**src/rtl/pushbutton_conditioner.sv**
```systemverilog
// pushbutton_conditioner
// Two-flop synchroniser plus per-bit debounce counter for raw board buttons.
// Presents a clean level nibble and per-button press events to the uP.
// Build option: define PB_EVENT_LATCH_EN to make pb_event sticky until rd_ack.
// Without it, pb_event is a one-cycle pulse per press and rd_ack is ignored.

module pushbutton_conditioner #(
    parameter int WIDTH     = 4,
    parameter int DB_CYCLES = 16,
    parameter int CNT_W     = 5
) (
    input  logic             clock,
    input  logic             reset,
    input  logic [WIDTH-1:0] pb_raw,
    input  logic             rd_ack,
    output logic [WIDTH-1:0] pb_clean,
    output logic [WIDTH-1:0] pb_event,
    output logic             pb_valid
);

    localparam logic [CNT_W-1:0] CNT_MAX = CNT_W'(DB_CYCLES - 1);
    localparam logic [CNT_W-1:0] CNT_ONE = CNT_W'(1);

    logic [WIDTH-1:0] s1;
    logic [WIDTH-1:0] s2;
    logic [CNT_W-1:0] cnt [WIDTH];
    logic [WIDTH-1:0] cnt_done;
    logic [WIDTH-1:0] rise;
    logic [WIDTH-1:0] event_next;

    // Two-stage synchroniser; only s2 is safe to use downstream.
    // NOTE: sequential state uses non-blocking assignments so every flop samples
    // pre-edge values regardless of statement order.
    always_ff @(posedge clock) begin
        if (reset) begin
            s1 <= '0;
            s2 <= '0;
        end else begin
            s1 <= pb_raw;
            s2 <= s1;
        end
    end

    // Terminal-count decode and press detection (the edge where pb_clean goes 0->1).
    // NOTE: every output of a combinational block gets a default first, so no
    // path through the block can leave a value held and infer a latch.
    always_comb begin
        cnt_done = '0;
        for (int i = 0; i < WIDTH; i++) begin
            cnt_done[i] = (cnt[i] == CNT_MAX);
        end
        rise = s2 & ~pb_clean & cnt_done;
    end

    // Per-bit debounce: a new level must be seen DB_CYCLES consecutive cycles.
    // NOTE: the counter array is reset explicitly because reset must abandon any
    // in-progress debounce; it is a handful of flops, not a RAM.
    always_ff @(posedge clock) begin
        for (int i = 0; i < WIDTH; i++) begin
            if (reset) begin
                cnt[i]      <= '0;
                pb_clean[i] <= 1'b0;
            end else if (s2[i] == pb_clean[i]) begin
                cnt[i] <= '0;
            end else if (cnt_done[i]) begin
                pb_clean[i] <= s2[i];
                cnt[i]      <= '0;
            end else begin
                cnt[i] <= cnt[i] + CNT_ONE;
            end
        end
    end

`ifdef PB_EVENT_LATCH_EN
    // Sticky events: rd_ack clears, a new press in the same cycle wins.
    always_comb begin
        event_next = (pb_event & ~{WIDTH{rd_ack}}) | rise;
    end
`else
    logic unused_rd_ack;
    assign unused_rd_ack = rd_ack;

    // Pulse events: one cycle per press, acknowledge not needed.
    always_comb begin
        event_next = rise;
    end
`endif

    // Event register; pb_valid is decoded from it so it cannot glitch.
    always_ff @(posedge clock) begin
        if (reset) begin
            pb_event <= '0;
        end else begin
            pb_event <= event_next;
        end
    end

    assign pb_valid = |pb_event;

endmodule
```
**config.mk**
```make
export PLATFORM = sky130hd
export DESIGN_NAME = pushbutton_conditioner
export DESIGN_NICKNAME = d
export VERILOG_FILES = /design/src/rtl/pushbutton_conditioner.sv
export SDC_FILE = /design/constraint.sdc
export NUM_CORES = 1
export LEC_CHECK = 0
export BUFFER_PORTS_ARGS = -buffer_cell sky130_fd_sc_hd__buf_2
export CAP_MARGIN = 10
export CORE_MARGIN = 2
export CORE_UTILIZATION = 56
export CTS_CLUSTER_SIZE = 10
export DETAILED_ROUTE_END_ITERATION = 8
export GPL_ROUTABILITY_DRIVEN = 0
export PLACE_DENSITY = 0.73
export SLEW_MARGIN = 25
export SYNTH_ARGS = -nofsm -noshare
export SYNTH_HDL_FRONTEND = slang
export SYNTH_SLANG_ARGS = --single-unit
```
**constraint.sdc**
```tcl
create_clock -name clock -period 2.45 [get_ports clock]
set_clock_uncertainty 0.1 [all_clocks]
set_input_delay 0.3675 -clock clock [delete_from_list [all_inputs] [get_ports clock]]
set_output_delay 0.3675 -clock clock [all_outputs]
set_load 0.1 [all_outputs]
```
# Yosys cells after proc, flatten, opt, wreduce, memory -nomap -nowiden

Memory sizes are Yosys's and may differ from the RTL's.
Index checks and enable logic that the tools add are counted.
Widths: inputs -> output; s select.

$add $sub $neg: 4
Equality and inequality tests: 8
Multiplexer cells: 58
Bitwise gates (word level): 19
Reduce and logical (&&, ||, !) cells: 5

Operator list:

| cell                | count |
|---|---|
| $mux 5              | 12 |
| $mux 1              | 46 |
| $add 5x1->5 const B | 4 |
| $eq 5x4->1 const B  | 4 |
| $or 1x1->1          | 12 |
| $and 4x4->4         | 2 |
| $reduce_and 2->1    | 4 |
| $eq 1x1->1          | 4 |
| $not 1->1           | 4 |
| $not 4->4           | 1 |
| $reduce_or 4->1     | 1 |

Register bits: 16
Memory bits (writable): 20
Bits of input ports: 7
Output and inout port bits: 9
Logic and storage cells: 102
Memories: 1

Memory list:

| name | depth | width | read ports | clocked after Yosys merged registers in | wr ports | line | source |
|---|---|---|---|---|---|---|---|
| cnt  | 4     | 5     | 4          | 0                                       | 4        | 26   | `logic [CNT_W-1:0] cnt [WIDTH];` |

# Logic depth before layout (Yosys ltp)

Gate-level depths: netlist of the first run.

Depth in word-level cells: 7
Gate-level depth with buffers: 6
Mapped depth without buffers: 6

# Worst setup path after synthesis of the first run

OpenSTA, ideal clock, no wires.

Path kind: register to output
Start point: register pb_event[1]
End point: output pb_valid
Arrival: 1760 ps
Required time: 1982 ps
Path slack: 223 ps
Cell stages (with the launch flop): 2
Buffers on the path: 0
Cells stage by stage: dfxtp_1 or4_1

Cells in the longest elaborated chain, start to end: 1

Ends and longest elaborated chain:

| element                  | line | source |
|---|---|---|
| start: declaration       | 17   | `output logic [WIDTH-1:0] pb_event,` |
| start signal: assignment | 94   | `pb_event <= event_next;` |
| $reduce_or 4->1          | 98   | `assign pb_valid = \|pb_event;` |
| end: declaration         | 18   | `output logic pb_valid` |

No other way between the ends.

# Worst setup path in the final report of the first run

Ends and elaborated chain as after synthesis.

==> reports/metrics.csv, run 1 <==
stage;metric;value;unit
synthesis;ys_ff_latch;36;
drt;wl_per_cell;10.3;microns
placed_design;dp_hpwl;1600;microns
setup_path;r2r_slack;590;ps
timing;period_needed;1910;ps
clock_network;cts_resized;0;
placed_design;post_dp_cell_area;0.00170;sq mm
drt;drc;0;
min_path;hp-class;in -> reg;
synthesis;yosys_warnings;0;
floorplanning;die_w;56.4;microns
clock_network;holdBufCountCts;0;
synthesis;syn_area;0.00154;sq mm
drt;dr.pass1.iters;4;
timing;finalCritPeriodShare;0.780;
cells_and_area;fin_nets;187;
drt;vias_per_cell;4.73;
synthesis;synth_area_leader_cell;edfxtp_1;
setup_path;rr_worst_depth;5;
floorplanning;ios;16;
floorplanning;coreArea;0.00254;sq mm
synthesis;synthXorXnorAreaFrac;0.0456;
synthesis;avgSynthCellArea;11.8;sq um
job;drv_cap;0;
grt;grt_max_degree;21;
synthesis;synth-simple-area-share;0.189;
grt;grt_first_pass_wirelength;3710;microns
synthesis;synth_top_family_by_area;simple AND/OR/NAND/NOR gates;
clock_network;cts.clk_slew.worst_paths;100;ps
timing;tns;0;ps
synthesis;synth_compound_gate_area_share;0;
placed_design;dp_cells;191;
cells_and_area;instances_no_fill;199;
drt;highest_layer;met4;
clock_network;clkSinkCount;36;
clock_network;htreeDepth;2;
power_and_ir_drop;power_density;572;mW/mm^2
clock_network;cts_tree;yes;
clock_network;postCtsSetupBuffers;0;
synthesis;muxShareOfSynthArea;0.0261;
synthesis;synthAdderAreaFrac;0.0978;
setup_path;crit_arrival;1440;ps
setup_path;crit_path_start_kind;flop;
floorplanning;initial_core_util;0.603;
setup_path;worstReg2RegStart;cnt[1][0];
synthesis;synth_area_leaders;edfxtp_1 39%, dfxtp_1 21%, ha_1 9.8%;
cells_and_area;layout-area-overhead-vs-synth;13.9;%
outcome;outcome;completed;
drt;met3_wirelength;95;microns
setup_path;critPathCaptureType;primary output;
grt;grt.overflow.total;0;
placed_design;preCtsSetupSlack;578;ps
cells_and_area;num_antenna_cells;0;
power_and_ir_drop;vdd_ir_drop_max;506;uV
floorplanning;die_h;56.4;microns
cells_and_area;fillers;221;
placed_design;portBuffers;14;
timing;rsz0062_at_grt;no;
min_path;hold_depth;2;
timing;max_freq;0.523;GHz
grt;antenna_found_initial;0;
cells_and_area;seq_area;921;sq um
cells_and_area;final_area;0.00175;sq mm
drt;wl_met1;854;microns
synthesis;synth_cell_types;19;
drt;wl_met2;1050;microns
cells_and_area;multi_input_area;626;sq um
drt;ant_nets;0;
drt;totalWireLength;2050;microns
clock_network;clkLatencyLatePin;330;ps
synthesis;syn_inst;130;
clock_network;numCtsBuffers;5;
floorplanning;die_area;0.00318;sq mm
synthesis;yosysTopAreaCellShare;0.391;
timing;setup_slack;539;ps
synthesis;ys_seq_area_frac;0.600;
drt;drt_iter0_drc;8;
min_path;whs_endpoint;s1[1];
timing;setup_viol;0;
power_and_ir_drop;power_leakage;0.780;nW
setup_path;crit_required;1980;ps
clock_network;cts_buffer_depth;2;
setup_path;crit_start;pb_event[1];
min_path;hold_start;pb_raw[1];
grt;first_global_vias;960;
setup_path;path_max_fanout;2;
setup_path;reg2reg_to;cnt[1][0];
grt;track_usage;0.157;
clock_network;cts_root_buffer;clkbuf_4;
timing;slew_viol_final;0;
cells_and_area;layout-drive-gt1-share;0.136;
timing;hold_violations;0;
floorplanning;num_rows;18;
drt;num_vias;941;
setup_path;worstSetupPathType;reg -> out;
[routing by layer]
metal	GRT usage	vias up
met5	0	-
met1	0.156	429
met3	0.0438	5
met2	0.276	20
met4	0.116	0
li1	-	487
[power by group]
part | total, mW | internal, mW | switching, mW
Sequential | 0.668 | 0.657 | 0.0108
Combinational | 0.0475 | 0.0207 | 0.0268
Clock | 0.286 | 0.112 | 0.174
Total | 1.00 | 0.790 | 0.211
[through the flow]
stage                     total power, mW   util  hold slack, ps
after CTS                            1.02  0.687             132
after global placement              0.724  0.668             319
after floorplan                     0.717      -             314
after global routing                 1.05  0.687             141
final                                1.00  0.687             148
after detailed placement            0.729  0.668             325
[registers in the layout (all words and copies together) (netlist names)]
register and count:
pb_clean 4, pb_event 4, cnt 20, s1 4
s2 4
[cells in the mapped netlist, drive strengths merged]
master  number
nor2        26
edfxtp      20
dfxtp       16
ha          12
inv         12
nor2b       12
and3         4
mux2i        4
nand3        4
or3          4
xnor2        4
xor2         4
and3b        2
nand2        2
buf          1
clkbuf       1
conb         1
or4          1
[final cells by class]
class / instances / share of cell area
repair buffers: 14 / 0.0401
well taps: 30 / 0.0215
inverters: 12 / 0.0258
flip-flops and latches: 36 / 0.526
clock buffers: 7 / 0.0258
clock inverters: 1 / 0.00286
multi-input cells: 99 / 0.358
[cells in the final DEF, fill, tap and decap left out, types with 5 or more instances in the layout]
cell	count
buf_2	14
clkbuf_4	5
conb_1	20
nor2_1	26
dfxtp_1	16
inv_1	12
edfxtp_1	20
ha_1	12
nor2b_1	12
[how the worst max path moves through the flow]
stage / to / slack (ps)
floorplan: pb_valid / 220
global placement: cnt[2][3] / 670
detailed placement: cnt[1][0] / 580
CTS: pb_valid / 510
global route: cnt[1][0] / 460
finish: pb_valid / 540
[worst max-delay path: stages (launching register included)]
cell     delay, ps
dfxtp_1        310
or4_1          500
buf_2          300
[kinds of logic after synthesis]
group | after synthesis
xor+xnor | 8
fa+ha+maj | 12
buf+inv | 14
flops | 36
mux | 4
other cells | 1
simple gates | 55
Note: power is estimated with default switching activity, not from simulation.
==> inputs of run 2 (changes only) <==
--- a/config.mk
+++ b/config.mk
@@ -5,14 +5,15 @@
 export SDC_FILE = /design/constraint.sdc
 export NUM_CORES = 1
 export LEC_CHECK = 0
+export ABC_AREA = 1
 export BUFFER_PORTS_ARGS = -buffer_cell sky130_fd_sc_hd__buf_2
 export CAP_MARGIN = 10
 export CORE_MARGIN = 2
-export CORE_UTILIZATION = 56
+export CORE_UTILIZATION = 57
 export CTS_CLUSTER_SIZE = 10
 export DETAILED_ROUTE_END_ITERATION = 8
 export GPL_ROUTABILITY_DRIVEN = 0
-export PLACE_DENSITY = 0.73
+export PLACE_DENSITY = 0.74
 export SLEW_MARGIN = 25
 export SYNTH_ARGS = -nofsm -noshare
 export SYNTH_HDL_FRONTEND = slang
==> constraint.sdc (replaced) <==
create_clock -name clock -period 1.8 [get_ports clock]
set_clock_uncertainty 0.1 [all_clocks]
set_input_delay 0.27 -clock clock [delete_from_list [all_inputs] [get_ports clock]]
set_output_delay 0.27 -clock clock [all_outputs]
set_load 0.1 [all_outputs]
==> run 2 against run 1 <==
Effect of this change: the flow now finishes with violations (DRC); non-clock buffer count grew 1; design area is 12% higher; die area rose by 8.5%; worst hold slack got worse by 120 ps; setup slack worse by 420 ps; critical endpoint is now cnt[3][3]; utilization rose by 0.94 points; power rose by 55%; area after synthesis grew 11%; sequential share of layout area decreased by 5.3 points.
==> reports/metrics.csv, run 2 <==
stage;metric;value;unit
outcome;outcome;finished, violations left;
outcome;failed_checks;DRC;
synthesis;avgSynthCellArea;9.27;sq um
clock_network;cts_tree;yes;
floorplanning;die_w;58.7;microns
drt;totalWireLength;2530;microns
grt;grt.overflow.total;0;
drt;wl_met2;1250;microns
timing;slew_viol_final;0;
timing;tns;0;ps
power_and_ir_drop;clock_power_share;0.357;
clock_network;postCtsSetupBuffers;0;
setup_path;crit_arrival;1780;ps
power_and_ir_drop;vdd_ir_drop_max;693;uV
power_and_ir_drop;power;1.55;mW
placed_design;portBuffers;14;
cells_and_area;layout-drive-gt1-share;0.183;
timing;rsz0062_at_grt;no;
floorplanning;ios;16;
cells_and_area;mostFrequentLayoutCell;nor2_1;
cells_and_area;fillers;223;
synthesis;yosysMostFrequentCell;nor2_1;
placed_design;dp_hpwl;1990;microns
drt;drt_iter0_drc;26;
synthesis;synth_area_leaders;edfxtp_1 35%, dfxtp_1 19%, nor2_1 9.5%;
timing;finalHoldWorstSlack;29.2;ps
timing;max_freq;0.596;GHz
cells_and_area;largest_register_ffs;20;
drt;highest_layer;met4;
clock_network;numCtsBuffers;5;
grt;grt_first_pass_wirelength;4710;microns
synthesis;synthTopCellsByCount;43 x nor2_1, 32 x inv_1, 27 x nand2_1, 20 x edfxtp_1, 16 x dfxtp_1;
power_and_ir_drop;p_comb_frac;0.055;
timing;hold_violations;0;
power_and_ir_drop;power_leakage;0.944;nW
floorplanning;initial_core_util;0.608;
min_path;hold_depth;3;
timing;period_needed;1680;ps
grt;first_global_vias;1229;
setup_path;crit_required;1900;ps
floorplanning;die_h;58.7;microns
clock_network;cts_root_buffer;clkbuf_4;
cells_and_area;layout-area-overhead-vs-synth;14.6;%
floorplanning;num_rows;19;
cells_and_area;fin_nets;242;
timing;setup_viol;0;
grt;track_usage;0.188;
power_and_ir_drop;switching_share;0.217;
setup_path;worstSetupPathType;reg -> reg;
timing;finalCritPeriodShare;0.932;
clock_network;cts.clk_slew.worst_paths;110;ps
synthesis;yosys_warnings;0;
drt;met3_wirelength;96;microns
synthesis;synth_area_leader_cell;edfxtp_1;
synthesis;ys_seq_area_frac;0.540;
synthesis;synth_top_flop_cell;edfxtp_1;
setup_path;rr_worst_depth;7;
setup_path;critPathCaptureType;flop;
clock_network;clkSinkCount;36;
drt;wl_met1;1120;microns
floorplanning;die_area;0.00345;sq mm
synthesis;synth_edf_count;20;
cells_and_area;num_antenna_cells;0;
power_and_ir_drop;p_seq_frac;0.588;
synthesis;yosysTopAreaCellShare;0.352;
clock_network;cts_buffer_depth;2;
drt;drc;1;
drt;dr.pass1.iters;6;
synthesis;synth_cell_types;18;
synthesis;syn_inst;184;
power_and_ir_drop;power.internal;1.22;mW
synthesis;ys_async_sr_fraction;0;
drt;num_vias;1183;
clock_network;clkLatencyLatePin;340;ps
cells_and_area;top_register;cnt;
min_path;hp-class;in -> reg;
synthesis;syn_area;0.00171;sq mm
placed_design;post_dp_cell_area;0.00187;sq mm
drt;vias_per_cell;4.64;
clock_network;htreeDepth;2;
grt;grt_max_degree;20;
cells_and_area;final_cell_mix;43 x nor2_1, 32 x inv_1, 26 x nand2_1, 20 x edfxtp_1, 20 x conb_1;
floorplanning;coreArea;0.00281;sq mm
power_and_ir_drop;switching_power;0.336;mW
power_and_ir_drop;power_density;794;mW/mm^2
drt;ant_nets;0;
setup_path;path_max_fanout;5;
drt;wl_per_cell;9.94;microns
synthesis;ys_ff_latch;36;
cells_and_area;final_area;0.00195;sq mm
job;drv_cap;0;
cells_and_area;fin_util;0.697;
grt;antenna_found_initial;0;
setup_path;crit_path_start_kind;flop;
## run 2: cell count changes after synthesis, moves of 6 or more
cell	before	now
nor2_1	26	43
nor2b_1	12	0
nand2_1	2	27
inv_1	12	32
inv_2	0	6
## run 2: metrics by stage
stage	setup slack, ps	instances
after global routing	8.34	255
after global placement	219	246
after detailed placement	165	246
after CTS	109	254
after floorplan	-65.3	203
final	122	255
## run 2: power groups by stage
stage / logic [mW] / registers, mW / clock network [mW]
final: 0.0853 / 0.912 / 0.554
after global routing: 0.103 / 0.916 / 0.596
after CTS: 0.0838 / 0.912 / 0.570
after detailed placement: 0.0833 / 0.931 / 0
after global placement: 0.0785 / 0.929 / 0
after floorplan: 0.0708 / 0.927 / 0
## run 2: worst paths after layout
check	start	to	slack (ps)
max	cnt[3][0]	cnt[3][3]	120
max reg2reg	cnt[3][0]	cnt[3][3]	120
min reg2reg	s1[1]	s2[1]	280
min	pb_raw[0]	s1[0]	30
## run 2: final cells by class
type                            instances  area [sq um]  area share
Multi-Input combinational cell        126           679       0.348
Tap cell                               31          38.8      0.0198
Inverter                               39           154      0.0787
Sequential cell                        36           926       0.474
Clock inverter                          2          35.0      0.0179
Clock buffer                            6          41.3      0.0211
Timing Repair Buffer                   15          80.1      0.0410
## run 2: critical path, stage by stage (launching register included)
cell,delay (ps)
edfxtp_1,450
ha_1,240
nand2_1,100
nor2_1,50
ha_1,220
nor2_1,180
nand2_4,90
nor2_1,110
## run 2: logic make-up (layout without fill, tap and decap cells)
kind of cell | after synthesis | count (layout) | synth area share
DFF | 36 | 36 | 0.540
and+or+nand+nor | 89 | 89 | 0.250
adders and majority gates | 12 | 12 | 0.0880
AOI/OAI and AO/OA | 5 | 5 | 0.0147
other | 1 | 20 | 0.00220
buffers and inverters | 41 | 62 | 0.105
## run 2: metal layers
metal	global-route usage	vias to the layer above
met2	0.331	23
met1	0.197	516
met4	0.101	0
met3	0.0659	7
li1	-	637
met5	0	-
## run 2: what timing repair did
item	in CTS	in global routing
resized for setup	0	0
hold endpoints to repair	0	1
hold buffers	0	1
==> inputs of run 3 (changes only) <==
--- a/config.mk
+++ b/config.mk
@@ -14,6 +14,7 @@
 export DETAILED_ROUTE_END_ITERATION = 8
 export GPL_ROUTABILITY_DRIVEN = 0
 export PLACE_DENSITY = 0.74
+export RECOVER_POWER = 50
 export SLEW_MARGIN = 25
 export SYNTH_ARGS = -nofsm -noshare
 export SYNTH_HDL_FRONTEND = slang
==> run 3 against run 2 <==
Effect of this change: the flow still finishes with violations (DRC); global-route usage is the same; register-to-register slack is essentially flat; die area is the same; critical path depth is the same; non-clock buffer count is the same; combinational power is essentially flat; sequential share of layout area is the same; wire length shrank 0.12%.
==> reports/metrics.csv, run 3 (same netlist as run 2, synthesis figures left out) <==
stage;metric;value;unit
grt;grt.overflow.total;0;
cells_and_area;seq_area;926;sq um
floorplanning;die_area;0.00345;sq mm
setup_path;cp_cell_sequence;ha_1, nand2_1, nor2_1, ha_1, nor2_1, nand2_4, nor2_1;
power_and_ir_drop;power;1.55;mW
floorplanning;initial_core_util;0.608;
floorplanning;num_rows;19;
power_and_ir_drop;power_density;793;mW/mm^2
placed_design;preCtsSetupSlack;165;ps
power_and_ir_drop;vdd_ir_drop_max;692;uV
cells_and_area;fin_nets;242;
grt;met3_usage;0.0659;
cells_and_area;largest_register_ffs;20;
setup_path;r2r_slack;120;ps
setup_path;path_max_fanout;5;
timing;max_slew_margin;0.638;
setup_path;crit_required;1900;ps
floorplanning;die_w;58.7;microns
outcome;outcome;finished, violations left;
timing;period_needed;1680;ps
grt;first_global_vias;1229;
power_and_ir_drop;power.internal;1.22;mW
clock_network;cts.clk_slew.worst_paths;110;ps
setup_path;crit_start;cnt[3][0];
power_and_ir_drop;power_leakage;0.936;nW
clock_network;htreeDepth;2;
clock_network;cts_root_buffer;clkbuf_4;
cells_and_area;top_register;cnt;
grt;met1_usage;0.197;
placed_design;post_dp_cell_area;0.00187;sq mm
clock_network;clkSinkCount;36;
outcome;failed_checks;DRC;
timing;max_freq;0.596;GHz
setup_path;cp_slowest_cell;edfxtp_1;
power_and_ir_drop;p_comb_frac;0.055;
setup_path;critPathCaptureType;flop;
cells_and_area;layout-drive-gt1-share;0.183;
clock_network;cts_buffer_depth;2;
floorplanning;die_h;58.7;microns
floorplanning;coreArea;0.00281;sq mm
placed_design;dp_cells;246;
drt;num_vias;1176;
setup_path;crit_path_start_kind;flop;
drt;dr.pass1.iters;6;
cells_and_area;num_antenna_cells;0;
grt;grt_first_pass_wirelength;4710;microns
clock_network;cts_tree;yes;
power_and_ir_drop;switching_power;0.334;mW
power_and_ir_drop;switching_share;0.216;
cells_and_area;final_cell_mix;43 x nor2_1, 32 x inv_1, 26 x nand2_1, 20 x edfxtp_1, 20 x conb_1;
setup_path;worstSetupPathType;reg -> reg;
cells_and_area;mostFrequentLayoutCell;nor2_1;
clock_network;clkLatencyLatePin;340;ps
drt;vias_per_cell;4.61;
grt;grt_use_met2;0.331;
min_path;hold_start;pb_raw[0];
power_and_ir_drop;clock_power_share;0.356;
min_path;hp-class;in -> reg;
timing;worst_slew_pin_slew;545;ps
drt;totalWireLength;2530;microns
cells_and_area;multi_input_area;679;sq um
cells_and_area;final_area;0.00195;sq mm
clock_network;numCtsBuffers;5;
placed_design;portBuffers;14;
setup_path;worstReg2RegStart;cnt[3][0];
drt;wl_per_cell;9.93;microns
timing;rsz0062_at_grt;no;
clock_network;postCtsSetupBuffers;0;
cells_and_area;instances_no_fill;255;
floorplanning;ios;16;
power_and_ir_drop;p_seq_frac;0.589;
setup_path;crit_top_cell;nor2_1;
drt;drc;1;
setup_path;critPathMaxStageDelay;450;ps
setup_path;crit_arrival;1780;ps
job;drv_cap;0;
grt;track_usage;0.188;
drt;drt_iter0_drc;27;
drt;ant_nets;0;
timing;slew_viol_final;0;
timing;setup_slack;122;ps
timing;setup_viol;0;
cells_and_area;layout-area-overhead-vs-synth;14.6;%
timing;hold_violations;0;
placed_design;dp_hpwl;1990;microns
grt;grt_max_degree;20;
grt;antenna_found_initial;0;
cells_and_area;fillers;223;
timing;finalCritPeriodShare;0.932;
grt;gr-max-usage-layer;met2;
-- run 3: cell count changes in the layout (fill, tap and decap cells not counted), sizes merged --
cell / previous run / this run
clkbuf: 6 / 14
buf: 14 / 6
-- run 3: worst paths after layout --
| path | end | cells after the start |
|---|---|---|
| setup / recovery | cnt[3][3] | 7 |
| hold / removal | s1[0] | 3 |
| setup reg to reg | cnt[3][3] | 7 |
| hold reg to reg | s2[1] | 2 |
-- run 3: critical path: cells and delay by family (launching register included) --
kind	cells	cell delay, ps
simple gates	5	530
flops	1	450
fa+ha+maj	2	460
-- run 3: what timing repair did --
item / CTS / global route
gates resized for setup: 0 / 0
hold buffers: 0 / 1
endpoints found under the setup margin: 0 / 0
hold endpoints to repair: 0 / 1
-- run 3: stage by stage --
stage | utilization | TNS, ps | hold WS (ps)
2_1_floorplan | - | -65.3 | 277
4_1_cts | 0.693 | 0 | 4.22
6_report | 0.697 | 0 | 30.0
3_5_place_dp | 0.666 | 0 | 292
5_1_grt | 0.697 | 0 | 26.3
3_3_place_gp | 0.666 | 0 | 291
-- run 3: cell type report --
| type | count | area share |
|---|---|---|
| clock buffers | 6 | 0.0211 |
| clock inverters | 2 | 0.0179 |
| inverters | 39 | 0.0787 |
| multi-input cells | 126 | 0.348 |
| flip-flops and latches | 36 | 0.474 |
| well taps | 31 | 0.0198 |
| repair buffers | 15 | 0.0410 |
-- run 3: per-layer routing --
| metal | share of wire | up-vias |
|---|---|---|
| li1 | - | 637 |
| met1 | 0.44 | 513 |
| met2 | 0.49 | 20 |
| met3 | 0.037 | 6 |
| met4 | 0.028 | 0 |
| met5 | 0 | - |
-- run 3: power groups by stage --
stage / Combinational, mW / Clock (mW) / Sequential, mW
finish: 0.0853 / 0.552 / 0.912
global route: 0.103 / 0.596 / 0.916
CTS: 0.0838 / 0.570 / 0.912
detailed placement: 0.0833 / 0 / 0.931
global placement: 0.0785 / 0 / 0.929
floorplan: 0.0708 / 0 / 0.927
